## src/rtl/fpu_pkg.sv

```systemverilog
// Shared definitions for the FP issue sequencer: op encodings, FSM states, op classifiers.
package fpu_pkg;

    localparam logic [3:0] OP_S_ADD = 4'b0000;
    localparam logic [3:0] OP_S_EQ  = 4'b0001;
    localparam logic [3:0] OP_S_LT  = 4'b0010;
    localparam logic [3:0] OP_S_LE  = 4'b0011;
    localparam logic [3:0] OP_D_ADD = 4'b0100;
    localparam logic [3:0] OP_D_EQ  = 4'b0101;
    localparam logic [3:0] OP_D_LT  = 4'b0111;
    localparam logic [3:0] OP_D_LE  = 4'b1000;

    typedef enum logic [2:0] {
        ST_IDLE  = 3'd0,
        ST_EXEC  = 3'd1,
        ST_WB_LO = 3'd2,
        ST_WB_HI = 3'd3,
        ST_FCC   = 3'd4,
        ST_ERR   = 3'd5
    } fpu_state_t;

    function automatic logic is_double(input logic [3:0] op);
        return (op == OP_D_ADD) || (op == OP_D_EQ) || (op == OP_D_LT) || (op == OP_D_LE);
    endfunction

    function automatic logic is_add(input logic [3:0] op);
        return (op == OP_S_ADD) || (op == OP_D_ADD);
    endfunction

    function automatic logic is_cmp(input logic [3:0] op);
        return (op == OP_S_EQ) || (op == OP_S_LT) || (op == OP_S_LE) ||
               (op == OP_D_EQ) || (op == OP_D_LT) || (op == OP_D_LE);
    endfunction

    // A double add needs an even base so the pair is {fd, fd|1}.
    function automatic logic is_legal(input logic [3:0] op, input logic [4:0] fd);
        logic ok;
        case (op)
            OP_S_ADD, OP_S_EQ, OP_S_LT, OP_S_LE,
            OP_D_EQ, OP_D_LT, OP_D_LE: ok = 1'b1;
            OP_D_ADD:                  ok = ~fd[0];
            default:                   ok = 1'b0;
        endcase
        return ok;
    endfunction

endpackage

```

## src/rtl/fpu_lat_counter.sv

```systemverilog
// Loadable down-counter timing the ALU execute phase; o_zero marks the result-capture cycle.
module fpu_lat_counter #(
    parameter int WIDTH = 3
) (
    input  logic             clk,
    input  logic             reset_n,
    input  logic             i_load,
    input  logic [WIDTH-1:0] i_load_val,
    input  logic             i_dec,
    output logic             o_zero
);

    logic [WIDTH-1:0] r_cnt;

    always_ff @(posedge clk or negedge reset_n) begin
        if (!reset_n) begin
            r_cnt <= '0;
        end else if (i_load) begin
            r_cnt <= i_load_val;
        end else if (i_dec && (r_cnt != '0)) begin
            r_cnt <= r_cnt - 1'b1;
        end
    end

    assign o_zero = (r_cnt == '0);

endmodule

```

## src/rtl/fpu_issue_ctrl.sv

```systemverilog
// Sequences one FP op at a time through the shared ALU and performs register/FCC writeback.
// Optional macro FPU_HAZARD_EN enables the pending-write hazard probe on chk_reg.
module fpu_issue_ctrl
    import fpu_pkg::*;
#(
    parameter int ADD_LAT = 3,
    parameter int CMP_LAT = 1
) (
    input  logic        clk,
    input  logic        reset_n,
    input  logic        req_valid,
    output logic        req_ready,
    input  logic [3:0]  req_op,
    input  logic [63:0] req_a,
    input  logic [63:0] req_b,
    input  logic [4:0]  req_fd,
    output logic [3:0]  alu_ctrl,
    output logic [63:0] alu_in1,
    output logic [63:0] alu_in2,
    input  logic [63:0] alu_out,
    input  logic        alu_con,
    output logic        wb_en,
    output logic [4:0]  wb_addr,
    output logic [31:0] wb_data,
    output logic        fcc_we,
    output logic        fcc_val,
    output logic        done,
    output logic        err,
    input  logic [4:0]  chk_reg,
    output logic        hazard
);

    localparam int MAX_LAT = (ADD_LAT > CMP_LAT) ? ADD_LAT : CMP_LAT;
    localparam int CNT_W   = $clog2(MAX_LAT) + 1;

    fpu_state_t  r_state;
    logic [3:0]  r_op;
    logic [4:0]  r_fd;
    logic [31:0] r_res_hi;
    logic        r_req_ready;
    logic [3:0]  r_alu_ctrl;
    logic [63:0] r_alu_in1;
    logic [63:0] r_alu_in2;
    logic        r_wb_en;
    logic [4:0]  r_wb_addr;
    logic [31:0] r_wb_data;
    logic        r_fcc_we;
    logic        r_fcc_val;
    logic        r_done;
    logic        r_err;

    logic             w_accept;
    logic             w_legal;
    logic             w_cnt_zero;
    logic [CNT_W-1:0] w_load_val;

    assign w_accept   = (r_state == ST_IDLE) && req_valid && r_req_ready;
    assign w_legal    = is_legal(req_op, req_fd);
    assign w_load_val = is_add(req_op) ? CNT_W'(ADD_LAT - 1) : CNT_W'(CMP_LAT - 1);

    fpu_lat_counter #(
        .WIDTH(CNT_W)
    ) u_lat_counter (
        .clk       (clk),
        .reset_n   (reset_n),
        .i_load    (w_accept && w_legal),
        .i_load_val(w_load_val),
        .i_dec     (r_state == ST_EXEC),
        .o_zero    (w_cnt_zero)
    );

    // Every strobe is computed one cycle ahead so the outputs come straight from flops.
    always_ff @(posedge clk or negedge reset_n) begin
        if (!reset_n) begin
            r_state     <= ST_IDLE;
            r_op        <= '0;
            r_fd        <= '0;
            r_res_hi    <= '0;
            r_req_ready <= 1'b1;
            r_alu_ctrl  <= '0;
            r_alu_in1   <= '0;
            r_alu_in2   <= '0;
            r_wb_en     <= 1'b0;
            r_wb_addr   <= '0;
            r_wb_data   <= '0;
            r_fcc_we    <= 1'b0;
            r_fcc_val   <= 1'b0;
            r_done      <= 1'b0;
            r_err       <= 1'b0;
        end else begin
            r_wb_en   <= 1'b0;
            r_wb_addr <= '0;
            r_wb_data <= '0;
            r_fcc_we  <= 1'b0;
            r_fcc_val <= 1'b0;
            r_done    <= 1'b0;
            r_err     <= 1'b0;

            case (r_state)
                ST_IDLE: begin
                    if (w_accept) begin
                        r_op        <= req_op;
                        r_fd        <= req_fd;
                        r_req_ready <= 1'b0;
                        if (w_legal) begin
                            r_state    <= ST_EXEC;
                            r_alu_ctrl <= req_op;
                            r_alu_in1  <= req_a;
                            r_alu_in2  <= req_b;
                        end else begin
                            r_state <= ST_ERR;
                            r_err   <= 1'b1;
                        end
                    end
                end

                ST_EXEC: begin
                    if (w_cnt_zero) begin
                        r_alu_ctrl <= '0;
                        r_alu_in1  <= '0;
                        r_alu_in2  <= '0;
                        r_res_hi   <= alu_out[63:32];
                        if (is_cmp(r_op)) begin
                            r_state   <= ST_FCC;
                            r_fcc_we  <= 1'b1;
                            r_fcc_val <= alu_con;
                            r_done    <= 1'b1;
                        end else begin
                            // Double writes the low word first, single writes its only word.
                            r_state   <= ST_WB_LO;
                            r_wb_en   <= 1'b1;
                            r_wb_addr <= r_fd;
                            r_wb_data <= is_double(r_op) ? alu_out[31:0] : alu_out[63:32];
                            r_done    <= ~is_double(r_op);
                        end
                    end
                end

                ST_WB_LO: begin
                    if (is_double(r_op)) begin
                        r_state   <= ST_WB_HI;
                        r_wb_en   <= 1'b1;
                        r_wb_addr <= r_fd | 5'd1;
                        r_wb_data <= r_res_hi;
                        r_done    <= 1'b1;
                    end else begin
                        r_state     <= ST_IDLE;
                        r_req_ready <= 1'b1;
                    end
                end

                ST_WB_HI, ST_FCC, ST_ERR: begin
                    r_state     <= ST_IDLE;
                    r_req_ready <= 1'b1;
                end

                default: begin
                    r_state     <= ST_IDLE;
                    r_req_ready <= 1'b1;
                end
            endcase
        end
    end

    assign req_ready = r_req_ready;
    assign alu_ctrl  = r_alu_ctrl;
    assign alu_in1   = r_alu_in1;
    assign alu_in2   = r_alu_in2;
    assign wb_en     = r_wb_en;
    assign wb_addr   = r_wb_addr;
    assign wb_data   = r_wb_data;
    assign fcc_we    = r_fcc_we;
    assign fcc_val   = r_fcc_val;
    assign done      = r_done;
    assign err       = r_err;

`ifdef FPU_HAZARD_EN
    logic w_add_busy;

    // Pending until the final writeback state has been left.
    assign w_add_busy = (r_state != ST_IDLE) && (r_state != ST_ERR) && is_add(r_op);
    assign hazard     = w_add_busy &&
                        ((chk_reg == r_fd) || (is_double(r_op) && (chk_reg == (r_fd | 5'd1))));
`else
    logic w_unused_chk;

    assign w_unused_chk = ^chk_reg;
    assign hazard       = 1'b0;
`endif

endmodule

```

## config.mk

```make
export PLATFORM = sky130hd
export DESIGN_NAME = fpu_issue_ctrl
export DESIGN_NICKNAME = d
export VERILOG_FILES = /design/src/rtl/fpu_pkg.sv /design/src/rtl/fpu_lat_counter.sv /design/src/rtl/fpu_issue_ctrl.sv
export SDC_FILE = /design/constraint.sdc
export NUM_CORES = 1
export LEC_CHECK = 0
export ABC_AREA = 1
export CORE_UTILIZATION = 30
export DETAILED_ROUTE_END_ITERATION = 8
export GPL_ROUTABILITY_DRIVEN = 0
export SYNTH_ARGS = -nofsm -noshare
export SYNTH_HDL_FRONTEND = slang
export SYNTH_SLANG_ARGS = --single-unit
```

## constraint.sdc

```tcl
create_clock -name clk -period 2.2 [get_ports clk]
set_input_delay 0.55 -clock clk [delete_from_list [all_inputs] [get_ports clk]]
set_output_delay 0.55 -clock clk [all_outputs]
set_load 0.01 [all_outputs]
```

; ---- After elaboration in Yosys (flattened, before gate mapping)
; Index checks and enable logic that the tools add are counted.
; Widths: inputs -> output; s select.
[word_totals]
ff_bits = 222
latchBits = 0
ram_bits = 0
mem_bits_ro = 0
in_bits = 210
output_inout_bits = 176
wordCells = 114
mem_count = 0
[classes]
n_addsub = 1
multipliers = 0
div = 0
n_lt_le_gt_ge = 0
eq_ne = 20
shifts = 0
muxes = 49
n_bitwise = 3
n_reduce_logical = 25
[op_table]
columns = cell, n
row1 = $mux 64, 5
row2 = $pmux 64 s2, 2
row3 = $mux 32, 4
row4 = $pmux 32 s2, 1
row5 = $eq 4x3->1 const B, 6
row6 = $mux 3, 6
row7 = $eq 4x2->1 const B, 4
row8 = $mux 1, 16
row9 = $mux 5, 3
row10 = $mux 4, 3
row11 = $pmux 5 s2, 1
row12 = $logic_or 1x1->1, 9
row13 = $pmux 3 s3, 1
row14 = $eq 4x1->1 const B, 2
row15 = $eq 4x4->1 const B, 2
row16 = $ne 2x2->1 const B, 4
row17 = $pmux 4 s2, 1
row18 = $reduce_or 7->1, 1
row19 = $logic_not 3->1, 2
row20 = $pmux 1 s2, 3
row21 = $reduce_and 2->1, 3
row22 = $logic_and 1x1->1, 4
row23 = $logic_not 4->1, 1
row24 = $mux 2, 2
row25 = 9 further kinds, 12

; ---- Longest topological paths before layout
; Gate-level depths: netlist (run 1).
[logic_depth]
depth_word = 9
depth_mapped = 10
ltp_nobuf = 9

; ---- Hierarchy
; From an unflattened synthesis (run 1), not the netlist that was laid out.
[unflattened]
hier_cells = 1375
area_unflattened_um2 = 10317.4
[modules_own_cells]
columns = module, instances, cells_per_inst, area_per_inst_um2, seq_area_each_um2
row1 = fpu_issue_ctrl, 1, 1348, 10124.7, 5481.5
row2 = fpu_lat_counter, 1, 27, 192.7, 75.1

; ---- Worst setup path after synthesis (run 1)
; No wires, ideal clock.
[synth_path]
path_kind = register to register
from = register u_lat_counter.r_cnt[0]
to = register r_wb_data[10], in the netlist wb_data[10]
setup_time_ps = 65
arrival_time_ps = 1546
required_time_ps = 2135
setup_slack_ps = 589
path_stages_with_launch = 11
path_buffers = 1
synth_period_minus_slack_ps = 1611
path_cell_list = dfrtp_1 -> inv_1 -> ha_1 -> ha_1 -> inv_1 -> nor2_2 -> nand3_2 -> inv_2 -> buf_2 -> nand2_1 -> nand2_1
[synth_via]
elab_chain_len = 3
[synth_rtl]
columns = element, line
row1 = "start, declared", fpu_lat_counter.sv:13  ; logic [WIDTH-1:0] r_cnt;
row2 = "start signal, assigned", fpu_lat_counter.sv:19  ; r_cnt <= i_load_val;
row3 = "start signal, assigned", fpu_lat_counter.sv:21  ; r_cnt <= r_cnt - 1'b1;
row4 = $logic_not 3->1, fpu_lat_counter.sv:25  ; assign o_zero = (r_cnt == '0);
row5 = $mux 32, fpu_issue_ctrl.sv:118  ; if (w_cnt_zero) begin
row6 = $pmux 32 s2, fpu_issue_ctrl.sv:99  ; case (r_state)
row7 = "end signal, assigned", fpu_issue_ctrl.sv:133  ; r_wb_data <= is_double(r_op) ? alu_out[31:0] : alu_out[63:32];
row8 = "end signal, assigned", fpu_issue_ctrl.sv:144  ; r_wb_data <= r_res_hi;
row9 = "end, declared", fpu_issue_ctrl.sv:46  ; logic [31:0] r_wb_data;
; No other way between the ends.
; A chain may end at the register's enable or synchronous reset.

; ---- Final worst setup path (run 1)
[layout_path]
from = register r_alu_in2[55], in the netlist alu_in2[55]
to = output alu_in2[55]
[layout_lines]
columns = element, line
row1 = "start, declared", fpu_issue_ctrl.sv:43  ; logic [63:0] r_alu_in2;
row2 = "start signal, assigned", fpu_issue_ctrl.sv:109  ; r_alu_in2 <= req_b;
row3 = "end, declared", fpu_issue_ctrl.sv:19  ; output logic [63:0] alu_in2,
; No word-level cell between the ends.

==> results.sh, run 1 <==
export IMPL_rsz0062_at_grt="no"
export IMPL_die_w_um=186.4
export IMPL_drtPass1Iterations=5
export IMPL_p_sw_uw=7799
export IMPL_seqPwrFrac_pct=32.3
export IMPL_synth_commonest_cells="nand2_1, dfrtp_1, nand3_1"
export IMPL_clk_latency_ns=0.54
export IMPL_p_comb_share_pct=46.1
export IMPL_p_int_uw=12520
export IMPL_portBuffers=379
export IMPL_async_flop_share_pct=100.0
export IMPL_syn_inst=1359
export IMPL_globalRouteOverflowTotal=0
export IMPL_end_kind="primary output"
export IMPL_postSynthAreaPerCell_um2=7.510
export IMPL_num_vias=9710
export IMPL_start_util_pct=30.44
export IMPL_ioPinCount=386
export IMPL_netlist_top_cells_area="dfrtp_1, nand2_1, nand3_1"
export IMPL_grt_usage_pct=18.43
export IMPL_dpl_cell_area_um2=14700
export IMPL_tns_ns=0
export IMPL_clock_sinks=222
export IMPL_slew_violations=0
export IMPL_synth_edff_count=0
export IMPL_diodes=0
export IMPL_ys_seq_area_share_pct=54.44
export IMPL_ys_warn_count=0
export IMPL_synth_fp_nets=1571
export IMPL_cp_required_ns=1.65
export IMPL_ys_flop_type="dfrtp_1"
export IMPL_vdd_drop_max_v=0.0006133
export IMPL_core_area_um2=33530
export IMPL_crit_path_max_incr_delay_ns=0.60
export IMPL_drcViolationCount=0
export IMPL_worstPathMaxFanout=2
export IMPL_maxCapViolCount=0
export IMPL_die_h_um=186.4
export IMPL_finalClockSkew_ns=0.02156
export IMPL_hold_slack_ns=0.4652
export IMPL_cp_slowest_cell="clkdlybuf4s50_1"
export IMPL_powerDensity_nw_per_um2=1304
export IMPL_switching_share_pct=38.38
export IMPL_synth_ff_latch_count=222
export IMPL_clockBufferDepth=3
export IMPL_synth_top_cell_area_share_pct=54.19
export IMPL_clkPwrFrac_pct=21.6
export IMPL_grt_pass1_vias=9333
export IMPL_synth_most_common_cell="nand2_1"
export IMPL_timing_final_crit_share_pct=93.23
export IMPL_grt_max_degree=79
export IMPL_min_period_ns=2.051
export IMPL_cp_top_family="buffers and inverters"
export IMPL_outcome="finished, final reports clean"
export IMPL_numCtsBuffers=28
export IMPL_p_leak_uw=0.008149
export IMPL_crit_chain="clkdlybuf4s50_1"
export IMPL_drt_iter0_drc=503
export IMPL_hp_class="reg -> reg"
export IMPL_worstMarginPinSlew_ns=1.197
export IMPL_routed_wl_um=32520
export IMPL_path_clk_slew_ns=0.06
export IMPL_worst_slack_ns=0.1490
export IMPL_slew_headroom_pct=20.08
export IMPL_dp_final_hpwl_um=21830
export IMPL_ys_types=25
export IMPL_drt_vias_per_instance=4.428
export IMPL_drt_antenna_violating_nets=0
export IMPL_netlist_area_um2=10210
export IMPL_area_delta_synth_final_pct=52.73
export IMPL_yosysTopAreaCell="dfrtp_1"
export IMPL_timing_fmax_mhz=487.6
export IMPL_cts_tree="done"
export IMPL_dieArea_um2=34760
export IMPL_pre_cts_slack_ns=0.006625
export IMPL_antenna_found_initial=1
export IMPL_layout_nets=1937
export IMPL_final_area_um2=15590
export IMPL_critical_path_arrival_ns=1.50
export IMPL_row_count=67
export IMPL_grt_pass1_wl_um=52100
export IMPL_wl_per_cell_um=14.83
export IMPL_drive_gt1_share_pct=5.387
export IMPL_setup_viol=0
export IMPL_crit_type="reg -> out"
export IMPL_crit_buf_inv=1
export IMPL_clockRootBuffer="clkbuf_16"
export IMPL_cp_start_kind="flop"
export IMPL_hold_viol=0
export IMPL_h_tree_depth=1
## cell usage in the layout (no fill, tap or decap), types with 2 or more instances in the layout
cell             instances
a21boi_0                 4
a21oi_1                  3
buf_12                  17
buf_4                   19
clkbuf_1                 7
clkbuf_16               28
clkbuf_8                 4
clkdlybuf4s50_1        377
clkinv_2                 7
dfrtp_1                221
ha_1                     2
inv_1                  146
inv_2                    3
nand2_1                564
nand2_2                  2
nand2_4                  2
nand3_1                171
nor2_1                 140
o21ai_0                 10
## stage by stage
step | total power (uW) | instances | util [%]
2_1_floorplan | 11390 | 1359 | -
3_3_place_gp | 15980 | 2142 | 43.84
3_5_place_dp | 16130 | 2142 | 43.84
4_1_cts | 20640 | 2193 | 46.49
5_1_grt | 21850 | 2193 | 46.49
6_report | 20320 | 2193 | 46.49
## logic make-up after synthesis
logic type / synth area share, %
simple gates: 35.12
buf+inv: 9.133
flops: 54.44
compound gates: 0.9317
fa+ha+maj: 0.2451
xor+xnor: 0.08583
other cells: 0.03674
## tightest hold or removal path, stage by stage (launching register included)
cell and delay, ns:
dfrtp_1 0.34, nand2_1 0.05, nand2_1 0.05
## state kept, by name (all words and copies together), names as in the netlist
name / cells
alu_in1: 64
r_res_hi: 32
wb_en: 1
r_state: 3
u_lat_counter.r_cnt: 3
alu_in2: 64
err: 1
r_op: 4
done: 1
fcc_we: 1
fcc_val: 1
req_ready: 1
r_fd: 5
alu_ctrl: 4
wb_addr: 5
wb_data: 32
## routing by layer
metal | GRT usage, % | up-vias | wire length [um]
met5 | 0 | - | 13
met4 | 5.404 | 2 | 784
met3 | 4.232 | 54 | 2229
met2 | 30.42 | 301 | 15550
met1 | 24.04 | 4537 | 13950
li1 | - | 4816 | -
## power by group through the flow
stage	clock network, uW	registers, uW	logic (uW)
5_1_grt	4690	6770	10400
3_5_place_dp	0	6610	9510
2_1_floorplan	0	7120	4270
6_report	4390	6570	9360
4_1_cts	4520	6580	9540
3_3_place_gp	0	6570	9410
## worst paths after layout
kind,start,end,slack [ns],depth (start not counted)
setup / recovery,alu_in2[55]$_DFFE_PN0P_,alu_in2[55],0.15,1
max in group asynchronous,reset_n,req_ready$_DFFE_PN1P_,1.01,3
hold reg to reg,r_res_hi[4]$_DFFE_PN0P_,wb_data[4]$_DFF_PN0_,0.47,2
min in group asynchronous,reset_n,wb_data[2]$_DFF_PN0_,0.51,2
setup reg to reg,r_op[1]$_DFFE_PN0P_,wb_data[12]$_DFF_PN0_,0.27,7
hold / removal,r_res_hi[4]$_DFFE_PN0P_,wb_data[4]$_DFF_PN0_,0.47,2
## final cells by class
type / instances / area (um2)
multi-input cells: 907 / 3735
clock inverters: 11 / 97.59
fillers: 3380 / 17940
repair buffers: 416 / 4290
clock buffers: 39 / 782.0
inverters: 150 / 565.5
well taps: 448 / 560.5
flip-flops and latches: 222 / 5557
## timing repair
| item | in CTS | in global routing |
|---|---|---|
| buffers inserted | 0 | 0 |
| resized for setup | 1 | 0 |
| endpoints found under the hold margin | 39 | 0 |
| setup endpoints to repair | 1 | 0 |
| hold buffers | 1 | 0 |
No activity file was read; power rests on OpenSTA's default activity.
==> run 2: changes to the inputs <==
- SLEW_MARGIN: default -> 5
==> results of run 2 <==
Same layout as run 1: the final DEF is identical, and so are final timing and power.
